===== src/rtl/pipe_stage_reg.sv =====
`default_nettype none
// ============================================================================
// pipe_stage_reg : valid/ready pipeline register with optional skid entry,
//                  flush-to-bubble and a saturating count of flushed beats.
// Rev 1.0
// ============================================================================
module pipe_stage_reg #(
  parameter int                 ADDR_W  = 16,
  parameter int                 INSTR_W = 16,
  parameter logic [INSTR_W-1:0] NOP     = 16'h0000,
  parameter bit                 SKID    = 1'b1,
  parameter int                 CNT_W   = 8
) (
  input  logic               clk,
  input  logic               rst,
  input  logic               flush,
  input  logic               in_valid,
  output logic               in_ready,
  input  logic [ADDR_W-1:0]  in_pc,
  input  logic [ADDR_W-1:0]  in_opc,
  input  logic [INSTR_W-1:0] in_instr,
  output logic               out_valid,
  input  logic               out_ready,
  output logic [ADDR_W-1:0]  out_pc,
  output logic [ADDR_W-1:0]  out_opc,
  output logic [INSTR_W-1:0] out_instr,
  output logic [CNT_W-1:0]   flush_drops
);

  typedef enum logic [1:0] {
    ST_EMPTY = 2'd0,
    ST_ONE   = 2'd1,
    ST_FULL  = 2'd2
  } state_t;

  localparam logic [CNT_W-1:0] c_cnt_max = '1;

  state_t             state_q, state_d;
  logic               out_valid_q, out_valid_d;
  logic               in_ready_q, in_ready_d;
  logic [ADDR_W-1:0]  pc_q, pc_d, opc_q, opc_d;
  logic [INSTR_W-1:0] instr_q, instr_d;
  logic [ADDR_W-1:0]  skid_pc_q, skid_pc_d, skid_opc_q, skid_opc_d;
  logic [INSTR_W-1:0] skid_instr_q, skid_instr_d;
  logic [CNT_W-1:0]   drops_q, drops_d;

  logic               w_in_fire;
  logic               w_out_fire;
  logic [1:0]         w_drops;
  logic [CNT_W+1:0]   w_drop_sum;

  generate
    if (SKID) begin : g_skid_ready
      assign in_ready = in_ready_q;
    end else begin : g_comb_ready
      assign in_ready = out_ready | ~out_valid_q;
    end
  endgenerate

  assign w_in_fire  = in_valid & in_ready;
  assign w_out_fire = out_valid_q & out_ready;

  // A beat leaving on the flush edge was delivered, so it is not a drop.
  assign w_drops    = {1'b0, out_valid_q & ~w_out_fire}
                    + {1'b0, state_q == ST_FULL}
                    + {1'b0, w_in_fire};
  assign w_drop_sum = {2'b00, drops_q} + {{CNT_W{1'b0}}, w_drops};

  always_comb begin
    state_d      = state_q;
    pc_d         = pc_q;
    opc_d        = opc_q;
    instr_d      = instr_q;
    skid_pc_d    = skid_pc_q;
    skid_opc_d   = skid_opc_q;
    skid_instr_d = skid_instr_q;
    drops_d      = drops_q;

    if (flush) begin
      state_d = ST_EMPTY;
      drops_d = (w_drop_sum > {2'b00, c_cnt_max}) ? c_cnt_max : w_drop_sum[CNT_W-1:0];
    end else begin
      unique case (state_q)
        ST_EMPTY: begin
          if (w_in_fire) begin
            pc_d    = in_pc;
            opc_d   = in_opc;
            instr_d = in_instr;
            state_d = ST_ONE;
          end
        end
        ST_ONE: begin
          if (w_in_fire && w_out_fire) begin
            pc_d    = in_pc;
            opc_d   = in_opc;
            instr_d = in_instr;
          end else if (w_in_fire) begin
            skid_pc_d    = in_pc;
            skid_opc_d   = in_opc;
            skid_instr_d = in_instr;
            state_d      = ST_FULL;
          end else if (w_out_fire) begin
            state_d = ST_EMPTY;
          end
        end
        ST_FULL: begin
          if (w_out_fire) begin
            pc_d    = skid_pc_q;
            opc_d   = skid_opc_q;
            instr_d = skid_instr_q;
            state_d = ST_ONE;
          end
        end
        default: state_d = ST_EMPTY;
      endcase
    end

    // Bubble: the instruction field reads NOP whenever nothing is valid.
    if (state_d == ST_EMPTY) begin
      instr_d = NOP;
    end
    out_valid_d = (state_d != ST_EMPTY);
    in_ready_d  = (state_d != ST_FULL);
  end

  always_ff @(posedge clk or negedge rst) begin
    if (!rst) begin
      state_q      <= ST_EMPTY;
      out_valid_q  <= 1'b0;
      in_ready_q   <= 1'b1;
      pc_q         <= '0;
      opc_q        <= '0;
      instr_q      <= NOP;
      skid_pc_q    <= '0;
      skid_opc_q   <= '0;
      skid_instr_q <= '0;
      drops_q      <= '0;
    end else begin
      state_q      <= state_d;
      out_valid_q  <= out_valid_d;
      in_ready_q   <= in_ready_d;
      pc_q         <= pc_d;
      opc_q        <= opc_d;
      instr_q      <= instr_d;
      skid_pc_q    <= skid_pc_d;
      skid_opc_q   <= skid_opc_d;
      skid_instr_q <= skid_instr_d;
      drops_q      <= drops_d;
    end
  end

  assign out_valid   = out_valid_q;
  assign out_pc      = pc_q;
  assign out_opc     = opc_q;
  assign out_instr   = instr_q;
  assign flush_drops = drops_q;

endmodule
`default_nettype wire


===== config.mk =====
export PLATFORM = sky130hd
export DESIGN_NAME = pipe_stage_reg
export DESIGN_NICKNAME = d
export VERILOG_FILES = /design/src/rtl/pipe_stage_reg.sv
export SDC_FILE = /design/constraint.sdc
export NUM_CORES = 1
export LEC_CHECK = 0
export ABC_CLOCK_PERIOD_IN_PS = 3300
export BUFFER_PORTS_ARGS = -buffer_cell sky130_fd_sc_hd__buf_2
export CAP_MARGIN = 10
export CORE_UTILIZATION = 40
export CTS_CLUSTER_SIZE = 16
export DETAILED_ROUTE_END_ITERATION = 16
export PLACE_DENSITY = 0.69
export SETUP_SLACK_MARGIN = 0.05
export SLEW_MARGIN = 30
export SYNTH_ARGS = -nofsm -noshare
export SYNTH_HDL_FRONTEND = slang
export SYNTH_SLANG_ARGS = --single-unit

===== constraint.sdc =====
create_clock -name clk -period 3.3 [get_ports clk]
set_input_delay 0.66 -clock clk [delete_from_list [all_inputs] [get_ports clk]]
set_output_delay 0.66 -clock clk [all_outputs]
set_load 0.005 [all_outputs]

==> results of run 1 <==
==> worst max-delay path: stages, from the launching register on <==
cell     delay (ns)
dfstp_2        0.56
nand2_1        0.15
xnor2_1        0.17
ha_1           0.27
ha_1           0.19
inv_1          0.07
fa_1           0.37
nor2b_1        0.19
and2_1         0.22
nand4_1        0.12
mux2_2         0.28
==> kinds of logic after synthesis <==
logic type               Yosys count  synth area share, %
AND/OR/NAND/NOR                  172                 14.3
flip-flops                       108                 54.4
multiplexers                      82                 20.8
buffers and inverters             36                 3.68
AO/OA/AOI/OAI                     33                 5.11
adder cells (fa/ha/maj)            4                 1.16
XOR/XNOR                           3                0.529
==> path summary, 6_finish.rpt <==
path,to,slack [ns],from,cells after the start
min reg2reg,out_opc[5]$_DFFE_PN0P_,0.50,out_opc[5]$_DFFE_PN0P_,1
max reg2reg,flush_drops[6]$_DFFE_PN0P_,0.60,in_ready$_DFF_PN1_,10
max in group asynchronous,out_pc[1]$_DFFE_PN0P_,2.24,rst,2
min in group clk,out_opc[5]$_DFFE_PN0P_,0.50,out_opc[5]$_DFFE_PN0P_,1
min,out_opc[2]$_DFFE_PN0P_,0.34,rst,1
max,flush_drops[6]$_DFFE_PN0P_,0.60,in_ready$_DFF_PN1_,10
==> metal layers <==
metal | vias up | global-route usage, % | wire [µm]
met1 | 1772 | 24.3 | 5180
met4 | 0 | 5.35 | 93
li1 | 1685 | - | -
met5 | - | 0 | 0
met3 | 5 | 4.84 | 494
met2 | 100 | 27.7 | 4880
==> through the flow <==
stage,hold slack (ns),util (%)
after floorplan,0.364,-
after global placement,0.487,47.0
after detailed placement,0.492,47.0
after CTS,0.355,49.5
after global routing,0.388,49.5
final,0.336,49.5
==> registers in the layout, summed over array words and instances, names as in the netlist <==
| name | count |
|---|---|
| out_opc | 16 |
| state_q | 2 |
| out_instr | 16 |
| out_pc | 16 |
| skid_pc_q | 16 |
| out_valid | 1 |
| skid_instr_q | 16 |
| flush_drops | 8 |
| skid_opc_q | 16 |
| in_ready | 1 |
==> report_power, final <==
part	switching, W	leakage [nW]	internal (W)	total (W)
Sequential	0.000277	1.32	0.00180	0.00207
Combinational	0.000456	1.52	0.000671	0.00113
Clock	0.000490	0.148	0.000617	0.00111
==> synth_stat cells (2+ instances only) <==
library cell,n
a21oi_1,7
a311oi_1,16
a31oi_1,2
buf_2,5
buf_6,5
clkbuf_1,16
dfrtp_1,107
ha_1,3
inv_1,8
mux2_2,51
mux2_4,30
nand2_1,134
nand4_1,2
nor2_1,7
nor2b_1,2
nor3_1,18
o21ai_0,2
xnor2_1,3
==> cell type report <==
class / instances / area [µm²] / share of cell area [%]
Sequential cell: 108 / 2700 / 45.2
Multi-Input combinational cell: 294 / 2090 / 34.9
Timing Repair Buffer: 118 / 638 / 10.7
Clock buffer: 12 / 246 / 4.12
Tap cell: 168 / 210 / 3.52
Clock inverter: 4 / 56.3 / 0.942
Inverter: 9 / 33.8 / 0.565
==> out/results.txt, run 1 <==
status: complete, no violations
pre-CTS WS: 0.417 ns
leakage power: 2.99 nW
initial antenna violation count: 0
Crit. End Element: flip-flop
Vias: 3562
Max-Cap Viols: 0
clk buf depth: 2
final hold vios: 0
post-synthesis net count: 495
antenna cells: 0
RSZ-0062 raised after global routing: no
Arr. time, crit path: 2.94 ns
non-filler cells, final: 713
Async S/R FF share, synth: 100%
CTS resizes: 0
fillers: 1107
WS Path Type: flip-flop to flip-flop
CTS buffer count: 9
cell area after synthesis: 4970 µm²
clk sink count: 108
ratio of final minimum period to clock period: 81.9%
slew margin rel.: 55.4%
most frequent cells in the layout: 134 x nand2_1, 109 x buf_2, 107 x dfrtp_1
CTS tree: done
Max Fclk: 0.370 GHz
Starting DRT DRC Count: 199
pwr dens: 721 nW/µm²
final net count: 597
clock root cell: clkbuf_16
cts hold-fix bufs: 0
Hold WC Path Type: input port to async pin
Top Ports: 111
synthesized area per cell: 11.3 µm²
cell row count: 40
Final Cell Area: 5980 µm²
Die H: 113 µm
critical path peak fanout: 5
DP Area: 5670 µm²
Final setup viols: 0
peak supply drop: 0.346 mV
Req. time, crit path: 3.54 ns
Synthesis Warnings: 0
total routed wirelength: 10700 µm
DR vias/cell: 5.00
Post-synth EDFFs: 0
Netlist cell types: 38
Initial Util: 41.2%
share of layout cells above drive strength 1: 40.9%
Yosys reg bits: 108
area of the core: 12100 µm²
largest net degree at the start of global routing: 59
most common cell after layout, fill and taps aside: nand2_1
Final WS setup: 0.597 ns
fin. max-slew vios: 0
startpoint types: flip-flop
Clock Latency Late Sink: 0.35 ns
drt first pass iters: 4
vias in the first global route: 3557
ys flop type: dfrtp_1
synth top area cells: dfrtp_1 54%, mux2_2 12%, nand2_1 10%
DRT antenna net count: 0
Yosys top cell by area: dfrtp_1
post-synthesis sequential area ratio: 54.4%
DIE AREA: 12900 µm²
clock-pin slew on the worst setup and hold paths: 0.07 ns
Worst Tran Pin Value: 0.670 ns
DIE WIDTH: 113 µm
first-pass GRT wire length: 17700 µm
DPL Wire Length: 6990 µm
Area Growth Syn to Fin: 20.2%
total power: 0.00431 W
share of the synthesized area in the top cell type: 53.9%
Inst Count DP: 697
postcts setup bufs: 0
IO buf count: 110
routability cong.: 0.794
fin crit period: 2.70 ns
Clock Skews: 0.00687 ns
GRT overflow: 0
DR DRC count: 0
H-tree depth: 3
wire per inst: 14.9 µm
setup TNS: 0 ns
Tot GR Track Use: 17.8%
Syn Inst Count: 438
(Power assumes the default switching activity.)
==> run 2, diff against run 1 <==
Settings changed: ABC_CLOCK_PERIOD_IN_PS 3300 to 2400, PLACE_DENSITY 0.69 to 0.71.
Clock period 3.3 ns to 2.4 ns, I/O delays scaled along.
==> run 2 against run 1 <==
  * Sequential cell count stayed put
  * Sequential power increased by 39%
  * Power grew 39%
==> out/results.txt, run 2 (same netlist as run 1, synthesis figures left out) <==
clk buf depth: 2 (unchanged)
slowest cell on the critical path: dfstp_2 (unchanged)
routability cong.: 0.820 (was 0.794)
worst r2r dst: flush_drops[6]$_DFFE_PN0P_ (unchanged)
Crit. End Element: flip-flop (unchanged)
Multi-input gate area: 2170 µm² (was 2090 µm²)
met2 usage: 28.6% (was 27.7%)
Starting DRT DRC Count: 166 (was 199)
fin. max-slew vios: 0 (unchanged)
Clock Skews: 0.00849 ns (was 0.00687 ns)
WS Path Type: flip-flop to flip-flop (unchanged)
clk sink count: 108 (unchanged)
DR vias/cell: 5.03 (was 5.00)
initial antenna violation count: 0 (unchanged)
Max-Cap Viols: 0 (unchanged)
Area Growth Syn to Fin: 23.5% (was 20.2%)
Req. time, crit path: 2.63 ns (was 3.54 ns)
Worst Tran Pin Value: 0.659 ns (was 0.670 ns)
global routing usage on met1: 24.4% (was 24.3%)
startpoint types: flip-flop (unchanged)
cts hold-fix bufs: 0 (unchanged)
final net count: 606 (was 597)
antenna cells: 0 (unchanged)
status: complete, no violations (unchanged)
r2r setup slk: 0.07 ns (was 0.60 ns)
Top Ports: 111 (unchanged)
cell row count: 40 (unchanged)
DIE WIDTH: 113 µm (unchanged)
fin crit period: 2.33 ns (was 2.70 ns)
most frequent cells in the layout: 133 x nand2_1, 109 x buf_2, 107 x dfrtp_1 (was 134 x nand2_1, 109 x buf_2, 107 x dfrtp_1)
slew margin rel.: 56.1% (was 55.4%)
drt first pass iters: 4 (unchanged)
Final WS setup: 0.0747 ns (was 0.597 ns)
critical path peak fanout: 2 (was 5)
Die H: 113 µm (unchanged)
most common cell after layout, fill and taps aside: nand2_1 (unchanged)
area of the core: 12100 µm² (unchanged)
peak supply drop: 0.418 mV (was 0.346 mV)
met3 usage: 3.40% (was 4.84%)
Reg area: 2700 µm² (unchanged)
wire per inst: 15.1 µm (was 14.9 µm)
ratio of final minimum period to clock period: 96.9% (was 81.9%)
non-filler cells, final: 721 (was 713)
Reg2Reg Depth: 10 (unchanged)
share of layout cells above drive strength 1: 43.9% (was 40.9%)
clock root cell: clkbuf_16 (unchanged)
DPL Wire Length: 7170 µm (was 6990 µm)
Vias: 3628 (was 3562)
Hold WC Path Type: input port to async pin (unchanged)
Initial Util: 41.2% (unchanged)
clock-pin slew on the worst setup and hold paths: 0.07 ns (about the same)
fillers: 1072 (was 1107)
pwr dens: 978 nW/µm² (was 721 nW/µm²)
Inst Count DP: 703 (was 697)
CP dominant cell by count: ha_4 (was ha_1)
RSZ-0062 raised after global routing: yes (was no)
Final setup viols: 0 (unchanged)
Reg2Reg Launch Point: in_ready$_DFF_PN1_ (unchanged)
DRT antenna net count: 0 (unchanged)
slowest stage delay, CP: 0.56 ns (about the same)
family with the most delay on the worst path: adder cells (unchanged)
final hold vios: 0 (unchanged)
Max Fclk: 0.430 GHz (was 0.370 GHz)
total routed wirelength: 10900 µm (was 10700 µm)
vias in the first global route: 3568 (was 3557)
leakage power: 3.06 nW (was 2.99 nW)
Clock Latency Late Sink: 0.35 ns (about the same)
Arr. time, crit path: 2.56 ns (was 2.94 ns)
pre-CTS WS: -0.0667 ns (was 0.417 ns)
IO buf count: 110 (unchanged)
busiest grt layer: met2 (unchanged)
DIE AREA: 12900 µm² (unchanged)
Critical Path, Cell by Cell: nand2_4 -> xnor2_4 -> ha_4 -> ha_4 -> inv_2 -> fa_2 -> nor2b_4 -> and2_4 -> nand4_1 -> mux2_2 (was nand2_1 -> xnor2_1 -> ha_1 -> ha_1 -> inv_1 -> fa_1 -> nor2b_1 -> and2_1 -> nand4_1 -> mux2_2)
worst path bufs/invs: 1 (unchanged)
first-pass GRT wire length: 17900 µm (was 17700 µm)
Tot GR Track Use: 18.1% (was 17.8%)
GRT overflow: 0 (unchanged)
CTS buffer count: 9 (unchanged)
DR DRC count: 0 (unchanged)
largest net degree at the start of global routing: 59 (unchanged)
CTS tree: done (unchanged)
H-tree depth: 3 (unchanged)
-- run 2: worst max path at each step --
| stage | startpoint | endpoint | slack [ns] | cells after the start |
|---|---|---|---|---|
| 4_1_cts | in_ready$_DFF_PN1_ | flush_drops[6]$_DFFE_PN0P_ | 0.07 | 10 |
| 2_1_floorplan | state_q[0]$_DFF_PN0_ | flush_drops[6]$_DFFE_PN0P_ | -0.09 | 13 |
| 5_1_grt | in_ready$_DFF_PN1_ | flush_drops[6]$_DFFE_PN0P_ | -0.0005 | 10 |
| 3_3_place_gp | in_valid | flush_drops[6]$_DFFE_PN0P_ | 0.03 | 11 |
| 6_report | in_ready$_DFF_PN1_ | flush_drops[6]$_DFFE_PN0P_ | 0.07 | 10 |
| 3_5_place_dp | in_valid | flush_drops[6]$_DFFE_PN0P_ | -0.07 | 11 |
-- run 2: what timing repair did --
action,in CTS,in global routing
gates resized for setup,3,3
pin swaps,0,0
endpoints found under the setup margin,2,4
buffers inserted,2,1
-- run 2: stage by stage --
step	total power, W	hold slack (ns)	area (µm²)	util (%)	TNS [ns]
after global placement	0.00442	0.429	5790	48.0	0
after CTS	0.00605	0.0669	6110	50.7	0
after floorplan	0.00389	0.184	5040	-	-0.0919
after detailed placement	0.00452	0.443	5790	48.0	-0.106
final	0.00601	0.0666	6140	50.9	0
after global routing	0.00639	0.0770	6140	50.9	-0.000516
-- run 2: routing by layer --
| layer | part of all wire, % | routed length [µm] |
|---|---|---|
| met1 | 46 | 5020 |
| met2 | 48 | 5220 |
| met3 | 4.5 | 487 |
| met4 | 1.7 | 184 |
| met5 | 0 | 0 |
-- run 2: power by group --
| part | switching (W) | internal, W |
|---|---|---|
| Sequential | 0.000398 | 0.00247 |
| Clock | 0.000647 | 0.000827 |
| Combinational | 0.000658 | 0.00100 |
| Total | 0.00170 | 0.00430 |
-- run 2: cell type report --
cell class | count | share of cell area (%)
Sequential cell | 108 | 44.0
Clock buffer | 10 | 3.89
Inverter | 9 | 0.591
Clock inverter | 5 | 0.856
Timing Repair Buffer | 127 | 11.9
Multi-Input combinational cell | 294 | 35.3
Tap cell | 168 | 3.42
==> run 3, diff against run 2 <==
Settings changed: MAX_ROUTING_LAYER set to met4.
==> run 3 against run 2 <==
  * Clock-buffer cell count unchanged
  * Setup slack hardly changed
  * Sequential share of layout area did not move
==> out/results.txt, run 3 (same netlist as run 1, synthesis figures left out) <==
status: complete, no violations (unchanged)
Top Layer Used: met4 (unchanged)
clock-pin slew on the worst setup and hold paths: 0.07 ns (about the same)
most frequent cells in the layout: 133 x nand2_1, 109 x buf_2, 107 x dfrtp_1 (unchanged)
pwr dens: 978 nW/µm² (about the same)
antenna cells: 0 (unchanged)
Reg2Reg Launch Point: in_ready$_DFF_PN1_ (unchanged)
critical path peak fanout: 2 (unchanged)
Final Core Density: 50.9% (unchanged)
final hold vios: 0 (unchanged)
fillers: 1072 (unchanged)
WS Path Type: flip-flop to flip-flop (unchanged)
Max-Cap Viols: 0 (unchanged)
Final setup viols: 0 (unchanged)
drt first pass iters: 4 (unchanged)
wire per inst: 15.1 µm (about the same)
final net count: 606 (unchanged)
first-pass GRT wire length: 18000 µm (was 17900 µm)
Clock Latency Late Sink: 0.35 ns (about the same)
Starting DRT DRC Count: 161 (was 166)
leakage power: 3.06 nW (unchanged)
RSZ-0062 raised after global routing: yes (unchanged)
share of layout cells above drive strength 1: 43.9% (unchanged)
Reg2Reg Depth: 10 (unchanged)
Clock Skews: 0.00775 ns (was 0.00849 ns)
routability cong.: 0.833 (was 0.820)
DRT antenna net count: 0 (unchanged)
r2r setup slk: 0.07 ns (about the same)
Max Fclk: 0.430 GHz (about the same)
clk buf depth: 2 (unchanged)
Critical Path, Cell by Cell: nand2_4 -> xnor2_4 -> ha_4 -> ha_4 -> inv_2 -> fa_2 -> nor2b_4 -> and2_4 -> nand4_1 -> mux2_2 (unchanged)
Worst Tran Pin Value: 0.670 ns (was 0.659 ns)
slowest cell on the critical path: dfstp_2 (unchanged)
DIE AREA: 12900 µm² (unchanged)
GRT overflow: 0 (unchanged)
initial antenna violation count: 0 (unchanged)
met1 wire length: 5080 µm (was 5020 µm)
CP dominant cell by count: ha_4 (unchanged)
CTS tree: done (unchanged)
CTS buffer count: 9 (unchanged)
ratio of final minimum period to clock period: 96.9% (about the same)
DR DRC count: 0 (unchanged)
Tot GR Track Use: 18.6% (was 18.1%)
pre-CTS WS: -0.0667 ns (unchanged)
vias in the first global route: 3571 (was 3568)
area of the core: 12100 µm² (unchanged)
H-tree depth: 3 (unchanged)
Area Growth Syn to Fin: 23.5% (unchanged)
peak supply drop: 0.417 mV (was 0.418 mV)
Top Ports: 111 (unchanged)
setup TNS: 0 ns (unchanged)
met2 wire length: 5210 µm (was 5220 µm)
slowest stage delay, CP: 0.56 ns (about the same)
Crit. End Element: flip-flop (unchanged)
largest net degree at the start of global routing: 59 (unchanged)
worst path bufs/invs: 1 (unchanged)
total power: 0.00601 W (about the same)
most common cell after layout, fill and taps aside: nand2_1 (unchanged)
IO buf count: 110 (unchanged)
total routed wirelength: 10900 µm (about the same)
fin crit period: 2.33 ns (about the same)
Vias: 3630 (was 3628)
Hold WC Path Type: input port to async pin (unchanged)
DIE WIDTH: 113 µm (unchanged)
family with the most delay on the worst path: adder cells (unchanged)
clock root cell: clkbuf_16 (unchanged)
final hold slack: 0.0651 ns (was 0.0666 ns)
Initial Util: 41.2% (unchanged)
cell row count: 40 (unchanged)
slew margin rel.: 55.4% (was 56.1%)
startpoint types: flip-flop (unchanged)
DPL Wire Length: 7170 µm (unchanged)
DR vias/cell: 5.03 (about the same)
worst r2r dst: flush_drops[6]$_DFFE_PN0P_ (unchanged)
clk sink count: 108 (unchanged)
metal3 WL: 450 µm (was 487 µm)
fin. max-slew vios: 0 (unchanged)
Die H: 113 µm (unchanged)
Req. time, crit path: 2.63 ns (about the same)
Final WS setup: 0.0744 ns (was 0.0747 ns)
Arr. time, crit path: 2.56 ns (about the same)
run 3: cell counts in the layout (fill, tap and decap cells not counted):
No cell type changed its count.
run 3: stage by stage:
stage	cell area (µm²)	cells
2_1_floorplan	5040	438
3_3_place_gp	5790	703
3_5_place_dp	5790	703
4_1_cts	6110	720
5_1_grt	6140	721
6_report	6140	721
run 3: area by class of cell:
type,count,area [µm²],area share (%)
Clock inverter,5,52.6,0.856
Timing Repair Buffer,127,731,11.9
Multi-Input combinational cell,294,2170,35.3
Tap cell,168,210,3.42
Inverter,9,36.3,0.591
Clock buffer,10,239,3.89
Sequential cell,108,2700,44.0
run 3: metal layers:
metal  track usage [%]  vias up
met5                 -        -
met4              7.46        0
met3              3.29       16
met2              28.7      108
met1              24.4     1797
li1                  -     1709
run 3: what timing repair did:
action / 4_1_cts / 5_1_grt
buffers inserted: 2 / 1
resized for setup: 3 / 3
setup endpoints to repair: 2 / 4
hold buffers: 0 / 0
cloned: 0 / 0
run 3: worst max path at each step:
stage	startpoint	endpoint	slack, ns	depth (start not counted)
2_1_floorplan	state_q[0]$_DFF_PN0_	flush_drops[6]$_DFFE_PN0P_	-0.09	13
3_3_place_gp	in_valid	flush_drops[6]$_DFFE_PN0P_	0.03	11
3_5_place_dp	in_valid	flush_drops[6]$_DFFE_PN0P_	-0.07	11
4_1_cts	in_ready$_DFF_PN1_	flush_drops[6]$_DFFE_PN0P_	0.07	10
5_1_grt	in_ready$_DFF_PN1_	flush_drops[6]$_DFFE_PN0P_	-0.0008	10
6_report	in_ready$_DFF_PN1_	flush_drops[6]$_DFFE_PN0P_	0.07	10
run 3: worst reg2reg max path, stage by stage (launching register included):
cell and delay (ns):
dfstp_2 0.56, nand2_4 0.07, xnor2_4 0.14, ha_4 0.29, ha_4 0.14, inv_2 0.03, fa_2 0.35, nor2b_4 0.12
and2_4 0.15, nand4_1 0.10, mux2_2 0.28
run 3: where the power goes:
group          switching (W)  total [W]  internal, W
Combinational       0.000658    0.00166      0.00100
Sequential          0.000399    0.00287      0.00247
Clock               0.000647    0.00147     0.000827
